<file path="config.mk">
export PLATFORM = sky130hd
export DESIGN_NAME = updi_instruction_decoder
export DESIGN_NICKNAME = d
export VERILOG_FILES = /design/src/rtl/updi_instruction_decoder_pkg.sv /design/src/rtl/updi_instruction_decoder_operand_counter.sv /design/src/rtl/updi_instruction_decoder.sv
export SDC_FILE = /design/constraint.sdc
export NUM_CORES = 1
export LEC_CHECK = 0
export ABC_AREA = 1
export CAP_MARGIN = 20
export CORE_MARGIN = 5
export CORE_UTILIZATION = 49
export CTS_BUF_LIST = sky130_fd_sc_hd__clkbuf_4
export DETAILED_ROUTE_END_ITERATION = 6
export PLACE_DENSITY_LB_ADDON = 0.2
export SLEW_MARGIN = 30
export SYNTH_ARGS = -nofsm -noshare
export SYNTH_HDL_FRONTEND = slang
export SYNTH_HIERARCHICAL = 1
export SYNTH_SLANG_ARGS = --single-unit
</file>
<file path="constraint.sdc">
create_clock -name clk -period 2.35 [get_ports clk]
set_input_delay 0.3525 -clock clk [delete_from_list [all_inputs] [get_ports clk]]
set_output_delay 0.3525 -clock clk [all_outputs]
set_load 0.005 [all_outputs]
</file>
<file path="src/rtl/updi_instruction_decoder_pkg.sv">
// Shared UPDI definitions: instruction enum, opcode bit positions, frame constants
// and the decoded-field record passed from the operand counter to the decoder FSM.
package updi_instruction_decoder_pkg;

  typedef enum logic [2:0] {
    UPDI_LDS    = 3'd0,
    UPDI_LD     = 3'd1,
    UPDI_STS    = 3'd2,
    UPDI_ST     = 3'd3,
    UPDI_LDCS   = 3'd4,
    UPDI_REPEAT = 3'd5,
    UPDI_STCS   = 3'd6,
    UPDI_KEY    = 3'd7
  } updi_instruction;

  localparam int UPDI_INSN_MSB   = 7;
  localparam int UPDI_INSN_LSB   = 5;
  localparam int UPDI_RSVD_BIT   = 4;
  localparam int UPDI_FIELD1_MSB = 3;
  localparam int UPDI_FIELD1_LSB = 2;
  localparam int UPDI_FIELD0_MSB = 1;
  localparam int UPDI_FIELD0_LSB = 0;
  localparam int UPDI_SIB_BIT    = 2;

  localparam logic [7:0] UPDI_SYNCH       = 8'h55;
  localparam logic [4:0] UPDI_KEY_LEN_64  = 5'd8;
  localparam logic [4:0] UPDI_KEY_LEN_128 = 5'd16;

  typedef struct packed {
    updi_instruction instr;
    logic [1:0]      size_a;
    logic [1:0]      size_b;
    logic [1:0]      ptr;
    logic [3:0]      cs_addr;
    logic            sib;
    logic [1:0]      size_c;
  } updi_fields_t;

  typedef enum logic [1:0] {
    ST_SYNC    = 2'd0,
    ST_OPCODE  = 2'd1,
    ST_OPERAND = 2'd2
  } dec_state_e;

  // Byte count of an address/data size code (0 -> 1 byte, 1 -> 2, 2 -> 3).
  function automatic logic [4:0] size_len(input logic [1:0] s);
    return {3'b000, s} + 5'd1;
  endfunction

endpackage

</file>
<file path="src/rtl/updi_instruction_decoder_operand_counter.sv">
// Combinational opcode decode: splits the opcode into fields, checks legality and
// derives how many operand bytes the frame carries.
module updi_operand_counter
  import updi_instruction_decoder_pkg::*;
(
  input  logic [7:0]   opcode_i,
  output updi_fields_t fields_o,
  output logic [4:0]   count_o,
  output logic         legal_o
);

  updi_fields_t f;
  logic [4:0]   cnt;
  logic         legal;

  always_comb begin
    f       = '0;
    f.instr = updi_instruction'(opcode_i[UPDI_INSN_MSB:UPDI_INSN_LSB]);
    case (f.instr)
      UPDI_LDS, UPDI_STS: begin
        f.size_a = opcode_i[UPDI_FIELD1_MSB:UPDI_FIELD1_LSB];
        f.size_b = opcode_i[UPDI_FIELD0_MSB:UPDI_FIELD0_LSB];
      end
      UPDI_LD, UPDI_ST: begin
        f.ptr    = opcode_i[UPDI_FIELD1_MSB:UPDI_FIELD1_LSB];
        f.size_a = opcode_i[UPDI_FIELD0_MSB:UPDI_FIELD0_LSB];
        f.size_b = opcode_i[UPDI_FIELD0_MSB:UPDI_FIELD0_LSB];
      end
      UPDI_LDCS, UPDI_STCS: f.cs_addr = opcode_i[3:0];
      UPDI_REPEAT: f.size_b = opcode_i[UPDI_FIELD0_MSB:UPDI_FIELD0_LSB];
      UPDI_KEY: begin
        f.sib    = opcode_i[UPDI_SIB_BIT];
        f.size_c = opcode_i[UPDI_FIELD0_MSB:UPDI_FIELD0_LSB];
      end
      default: ;
    endcase
  end

  always_comb begin
    cnt = 5'd0;
    case (f.instr)
      UPDI_LDS:    cnt = size_len(f.size_a);
      UPDI_STS:    cnt = size_len(f.size_a) + size_len(f.size_b);
      UPDI_ST:     cnt = (f.ptr == 2'd2) ? size_len(f.size_a) : size_len(f.size_b);
      UPDI_STCS:   cnt = 5'd1;
      UPDI_REPEAT: cnt = size_len(f.size_b);
      UPDI_KEY:    if (!f.sib) cnt = f.size_c[0] ? UPDI_KEY_LEN_128 : UPDI_KEY_LEN_64;
      default:     cnt = 5'd0;
    endcase
  end

  // Fields not used by an instruction decode as 0, so the range checks apply globally.
  always_comb begin
    legal = 1'b1;
    if (opcode_i[UPDI_RSVD_BIT] && f.instr != UPDI_LDCS && f.instr != UPDI_STCS) legal = 1'b0;
    if (f.instr == UPDI_REPEAT && (opcode_i[4:2] != 3'b000 || f.size_b > 2'd1)) legal = 1'b0;
    if (f.instr == UPDI_KEY && opcode_i[4:3] != 2'b00) legal = 1'b0;
    if (f.size_a == 2'd3 || f.size_b == 2'd3 || f.ptr == 2'd3) legal = 1'b0;
    if (f.size_c > 2'd1) legal = 1'b0;
  end

  assign fields_o = f;
  assign count_o  = cnt;
  assign legal_o  = legal;

endmodule

</file>
<file path="src/rtl/updi_instruction_decoder.sv">
// Target-side UPDI frame parser: SYNCH / opcode / operand FSM with registered
// field outputs, operand tagging and single-cycle status pulses.
module updi_instruction_decoder
  import updi_instruction_decoder_pkg::*;
(
  input  logic            clk,
  input  logic            rst,
  input  logic            abort,
  input  logic [7:0]      in_data,
  input  logic            in_valid,
  output logic            in_ready,
  output updi_instruction instruction,
  output logic [1:0]      size_a,
  output logic [1:0]      size_b,
  output logic [1:0]      ptr,
  output logic [3:0]      cs_addr,
  output logic            sib,
  output logic [1:0]      size_c,
  output logic            opcode_valid,
  output logic [7:0]      operand_data,
  output logic            operand_valid,
  output logic [4:0]      operand_index,
  output logic            done,
  output logic            err
);

  dec_state_e   state_q, state_d;
  updi_fields_t fields_q, fields_d;
  logic [4:0]   rem_q, rem_d;
  logic [4:0]   nxt_q, nxt_d;
  logic [4:0]   idx_q, idx_d;
  logic [7:0]   data_q, data_d;
  logic         opv_q, opv_d;
  logic         ov_q, ov_d;
  logic         done_q, done_d;
  logic         err_q, err_d;

  updi_fields_t dec_fields;
  logic [4:0]   dec_count;
  logic         dec_legal;

  updi_operand_counter u_cnt (
    .opcode_i (in_data),
    .fields_o (dec_fields),
    .count_o  (dec_count),
    .legal_o  (dec_legal)
  );

  always_comb begin
    state_d  = state_q;
    fields_d = fields_q;
    rem_d    = rem_q;
    nxt_d    = nxt_q;
    idx_d    = idx_q;
    data_d   = data_q;
    opv_d    = 1'b0;
    ov_d     = 1'b0;
    done_d   = 1'b0;
    err_d    = 1'b0;
    if (abort) begin
      state_d = ST_SYNC;
    end else if (in_valid) begin
      case (state_q)
        ST_SYNC: begin
          if (in_data == UPDI_SYNCH) state_d = ST_OPCODE;
          else err_d = 1'b1;
        end
        ST_OPCODE: begin
          if (!dec_legal) begin
            err_d   = 1'b1;
            state_d = ST_SYNC;
          end else begin
            fields_d = dec_fields;
            opv_d    = 1'b1;
            rem_d    = dec_count;
            nxt_d    = 5'd0;
            if (dec_count == 5'd0) begin
              done_d  = 1'b1;
              state_d = ST_SYNC;
            end else begin
              state_d = ST_OPERAND;
            end
          end
        end
        ST_OPERAND: begin
          data_d = in_data;
          ov_d   = 1'b1;
          idx_d  = nxt_q;
          nxt_d  = nxt_q + 5'd1;
          rem_d  = rem_q - 5'd1;
          if (rem_q == 5'd1) begin
            done_d  = 1'b1;
            state_d = ST_SYNC;
          end
        end
        default: state_d = ST_SYNC;
      endcase
    end
  end

  always_ff @(posedge clk) begin
    if (rst) begin
      state_q  <= ST_SYNC;
      fields_q <= '0;
      rem_q    <= '0;
      nxt_q    <= '0;
      idx_q    <= '0;
      data_q   <= '0;
      opv_q    <= 1'b0;
      ov_q     <= 1'b0;
      done_q   <= 1'b0;
      err_q    <= 1'b0;
    end else begin
      state_q  <= state_d;
      fields_q <= fields_d;
      rem_q    <= rem_d;
      nxt_q    <= nxt_d;
      idx_q    <= idx_d;
      data_q   <= data_d;
      opv_q    <= opv_d;
      ov_q     <= ov_d;
      done_q   <= done_d;
      err_q    <= err_d;
    end
  end

  assign in_ready      = ~rst;
  assign instruction   = fields_q.instr;
  assign size_a        = fields_q.size_a;
  assign size_b        = fields_q.size_b;
  assign ptr           = fields_q.ptr;
  assign cs_addr       = fields_q.cs_addr;
  assign sib           = fields_q.sib;
  assign size_c        = fields_q.size_c;
  assign opcode_valid  = opv_q;
  assign operand_data  = data_q;
  assign operand_valid = ov_q;
  assign operand_index = idx_q;
  assign done          = done_q;
  assign err           = err_q;

endmodule
</file>
==> flow_results.org <==
** Outcome
- Status :: finished, final reports clean

** STA
- Adding up every negative setup slack in the final design gives 0 ns.
- At the pin with the least slew margin, the transition time is 0.4219 ns.
- Final critical path time including I/O delays and setup :: 2.195 ns
- Final clock period utilization by the worst path :: 93.40%
- In this run the tightest slew margin relative to its limit is 71.81%.
- Maximum achievable frequency :: 0.4556 GHz
- The number of max-slew violations in the final report was 0.
- Setup violations remaining at the end of the flow were counted as 0.
- The number of hold violations in the final report is 0.
- Final clock skew :: 0.01133 ns

** Layout
- Leaving out filler cells and counting taps, the final layout contains 497.
- The area growth from synthesis to layout is 32.41%.
- Share of final-layout standard cells stronger than drive strength 1 :: 17.80%
- For this run, the post-layout net count is 451.
- Post-Route Utilization :: 65.61%
- 0 antenna diodes ended up in the layout.
- Once layout is done, the placed cells without fillers occupy 3287 um^2.

** Worst setup path
- Critical path data required time :: 2.63 ns
- Number of cells on the worst reg-to-reg path :: 8
- Traced cell by cell, the critical path runs through clkdlybuf4s15_1 > nor2_2 > nand2_2 > o21ai_4 > ha_1 > buf_4 > ha_1 > nand3_1 > nand2_1 > nand2_1 > o31ai_2 > nor2_1 > nand3_2 > nand2_1 > inv_1 > nor2_1 > nor2_1.
- Critical path class :: in2reg
- On the critical path, the stage with the largest delay is an instance of sky130_fd_sc_hd__clkdlybuf4s15_1.
- In this run the critical register-to-register path is launched from state_q[0].
- The most critical setup path has its endpoint at state_q[1].
- Signal arrival time at the worst endpoint :: 2.47 ns
- In this run the register-to-register setup slack is 0.64 ns.
- Biggest cell delay along the critical path :: 0.29 ns
- Tracing the worst setup path back leads to its startpoint at in_data[5].
- STA classifies the critical path endpoint as a register.
- Worst flop-to-flop path endpoint :: rem_q[1]
- In this run the worst path has a maximum fanout of 5.
- STA classifies the critical path startpoint as an input port.

** Synthesis
- Total of flip-flops plus latches after synthesis :: 45
- After synthesis the cells add up to 2482 um^2.
- Total nets after synthesis :: 382
- Of the post-synthesis cell area, the dominant cell type holds 36.29%.
- For this run, the number of Yosys warnings is 6.
- Biggest area contributors in the synthesized netlist :: sky130_fd_sc_hd__dfxtp_1, sky130_fd_sc_hd__nor2_1, sky130_fd_sc_hd__nand2_1
- Top post-synthesis cells by count :: sky130_fd_sc_hd__nor2_1, sky130_fd_sc_hd__nand2_1, sky130_fd_sc_hd__dfxtp_1, sky130_fd_sc_hd__inv_1
- In this run, distinct cell masters in the synthesized netlist total 33.
- Post-synthesis cell type with the largest combined area :: sky130_fd_sc_hd__dfxtp_1
- Mean instance size in the synthesized netlist :: 6.953 um^2
- For this run, the register share of the synthesized area comes to 36.29%.
- Synth Instances :: 357
- Count of flip-flops with a built-in enable after synthesis :: 0
- Post-synthesis async set-or-reset flop share :: 0%
- In the post-synthesis netlist, the cell with the most instances is sky130_fd_sc_hd__nor2_1.
- Primary FF master, synth :: sky130_fd_sc_hd__dfxtp_1

** Power and ir drop
- The worst-case IR drop observed on VDD is 0.2638 mV.
- Summed over all cells, the static leakage comes to 1.418 nW.
- Power spread over the standard cell area amounts to 452.3 nW/um^2.

** Global routing
- Maximum number of pins on one net before global-route repair :: 21
- The number of antenna violations at the first check in global routing is 0.
- The number of global-route vias before repair came to 2348.
- Overflow left after global routing :: 0
- Global routing consumed, over all layers together, 19.73% of the routing resources.
- The first global-routing pass estimated 10.15 mm of wire.

** Drt
- Summed over all layers, the routed wires come to 6.129 mm.
- The routed layout has 2465 vias.
- Dividing the detail-routed wire length by the instance count gives 12.33 um.
- Detailed-routing iteration count for the pre-antenna-repair pass :: 4
- Ratio of routed vias to standard cells :: 4.960
- Detailed Route Iter0 Violations :: 93
- In the routed design, unresolved DRC markers number 0.
- Final antenna-violating net count :: 0

** Place
- At the end of routability-driven placement, the weighted congestion stood at 0.9072.
- In this run the tool buffered the top-level ports with 45 buffer cells.
- The placed instances occupy a cell area of 3149 um^2.
- Post-detailed-placement half-perimeter wirelength :: 4.644 mm
- Post-placement cell count :: 488

** CTS
- Buffers inserted during clock tree synthesis total 5.
- Number of levels in the clock H-tree :: 2
- CTS saw 45 sinks.
- CTS Hold Buffers Added :: 0
- Clk slew on worst S/H paths :: 0.13 ns
- Clock latency of the later-clocked register in the worst-skew pair :: 0.37 ns
- Root buffer cell :: sky130_fd_sc_hd__clkbuf_4
- TritonCTS built the clock tree.
- No sink is reached through more buffers than the 2 on the longest clock path.

** Floorplan
- Placement row count :: 26
- From bottom edge to top edge, the die measures 81.18 um.
- Effective utilization at floorplan :: 49.55%
- Die Span X :: 81.18 um
- 46 I/O pins were placed.
- The die covers 6589 um^2.
- After floorplanning, the core was sized to cover 5010 um^2.

** Job
- Max-cap violations in this run came to 0.

** Min path
- Class of the tightest hold or removal check :: in2reg
routing by layer:
metal | GRT usage (%) | share of wire [%]
met1 | 23.37 | 44
met3 | 3.991 | 4.6
met2 | 34.89 | 49
met5 | 0 | 0
met4 | 7.432 | 1.8
kinds of logic (layout without fill, tap and decap cells):
kind of cell | Yosys count | count (layout) | share of synthesized area, %
flops | 45 | 45 | 36.29
fa+ha+maj | 13 | 13 | 6.855
simple gates | 178 | 178 | 31.65
xor+xnor | 2 | 2 | 0.7058
compound gates | 61 | 61 | 13.36
buf+inv | 58 | 128 | 11.14
worst min-delay path by stage:
stage	to	from	cells after the start	slack, ns
2_1_floorplan	operand_data[2]	operand_data[2]	2	0.46
3_3_place_gp	operand_data[1]	operand_data[1]	2	0.45
3_5_place_dp	operand_data[2]	operand_data[2]	2	0.45
4_1_cts	operand_data[2]	operand_data[2]	2	0.47
5_1_grt	instruction[2]	in_data[7]	3	0.40
6_report	instruction[2]	in_data[7]	3	0.35
final cells by class:
class                           count  area [um^2]
Clock buffer                        6        45.04
Clock inverter                      2        38.79
Fill cell                         504         1723
Inverter                           42        167.7
Multi-Input combinational cell    254         1349
Sequential cell                    45        900.9
Tap cell                           70        87.58
Timing Repair Buffer               78        698.2
placed cells by master (no fill, tap or decap):
| cell type | netlist | routed |
|---|---|---|
| sky130_fd_sc_hd__nor2_1 | 66 | 64 |
| sky130_fd_sc_hd__nand2_1 | 63 | 62 |
| sky130_fd_sc_hd__dfxtp_1 | 45 | 45 |
| sky130_fd_sc_hd__clkdlybuf4s50_1 | 0 | 38 |
| sky130_fd_sc_hd__inv_1 | 35 | 33 |
| sky130_fd_sc_hd__buf_4 | 4 | 33 |
| sky130_fd_sc_hd__o21ai_0 | 29 | 27 |
| sky130_fd_sc_hd__nand3_1 | 29 | 27 |
| sky130_fd_sc_hd__a21oi_1 | 25 | 24 |
| sky130_fd_sc_hd__ha_1 | 12 | 12 |
| sky130_fd_sc_hd__inv_2 | 5 | 6 |
| sky130_fd_sc_hd__clkbuf_4 | 0 | 6 |
| sky130_fd_sc_hd__nor2_2 | 3 | 5 |
| sky130_fd_sc_hd__nand2_2 | 3 | 4 |
| sky130_fd_sc_hd__nand4_1 | 3 | 3 |
| sky130_fd_sc_hd__dlymetal6s2s_1 | 0 | 3 |
| sky130_fd_sc_hd__nor3_1 | 4 | 3 |
| sky130_fd_sc_hd__nand2_4 | 2 | 2 |
| sky130_fd_sc_hd__inv_4 | 1 | 2 |
| sky130_fd_sc_hd__nand3b_1 | 2 | 2 |
| sky130_fd_sc_hd__o21ai_2 | 2 | 2 |
| sky130_fd_sc_hd__nor2_4 | 2 | 2 |
| sky130_fd_sc_hd__a21oi_2 | 1 | 2 |
| sky130_fd_sc_hd__nand3_2 | 0 | 2 |
| sky130_fd_sc_hd__clkinv_4 | 1 | 2 |
| sky130_fd_sc_hd__dlygate4sd2_1 | 0 | 2 |
| sky130_fd_sc_hd__nor2_8 | 1 | 1 |
| sky130_fd_sc_hd__o21ai_1 | 0 | 1 |
| sky130_fd_sc_hd__o22ai_2 | 0 | 1 |
| sky130_fd_sc_hd__a31o_2 | 1 | 1 |
| sky130_fd_sc_hd__xor2_1 | 1 | 1 |
| sky130_fd_sc_hd__bufinv_16 | 0 | 1 |
| sky130_fd_sc_hd__clkdlybuf4s15_1 | 0 | 1 |
| sky130_fd_sc_hd__clkbuf_2 | 0 | 1 |
| sky130_fd_sc_hd__o21ai_4 | 0 | 1 |
| sky130_fd_sc_hd__o31ai_2 | 1 | 1 |
| sky130_fd_sc_hd__o211ai_1 | 1 | 1 |
| sky130_fd_sc_hd__xnor2_1 | 1 | 1 |
| sky130_fd_sc_hd__nor3_2 | 0 | 1 |
| sky130_fd_sc_hd__fa_1 | 1 | 1 |
through the flow:
stage	setup WS [ns]	power, W	hold WS, ns
global route	-0.01791	0.001557	0.4019
global placement	-0.5601	0.0009858	0.4526
CTS	0.01994	0.001492	0.4721
floorplan	0.04850	0.0009020	0.4565
finish	0.1552	0.001487	0.3468
detailed placement	-0.6441	0.0009894	0.4520
worst max-delay path: cells and delay by family:
kind	cells	cell delay (ns)
compound gates	2	0.15
buf+inv	3	0.47
fa+ha+maj	2	0.55
simple gates	10	0.95
report_power, final:
part	switching, W	internal (W)
clock	0.000266	0.000238
sequential	0.000000325	0.000764
combinational	0.000125	0.0000936
total	0.000391	0.00110
state kept, by name (all words and copies together), names as in the netlist:
signal and count:
state_q 2, done 1, opcode_valid 1, size_b 2, operand_index 5, size_a 2
sib 1, err 1, ptr 2, size_c 2, instruction 3, operand_valid 1
cs_addr 4, nxt_q 5, operand_data 8, rem_q 5
timing repair:
item | in CTS | in global routing
pin swaps | 2 | 7
endpoints found under the setup margin | 29 | 26
gates resized for setup | 13 | 12
setup buffers | 1 | 0
(Power assumes the default switching activity.)
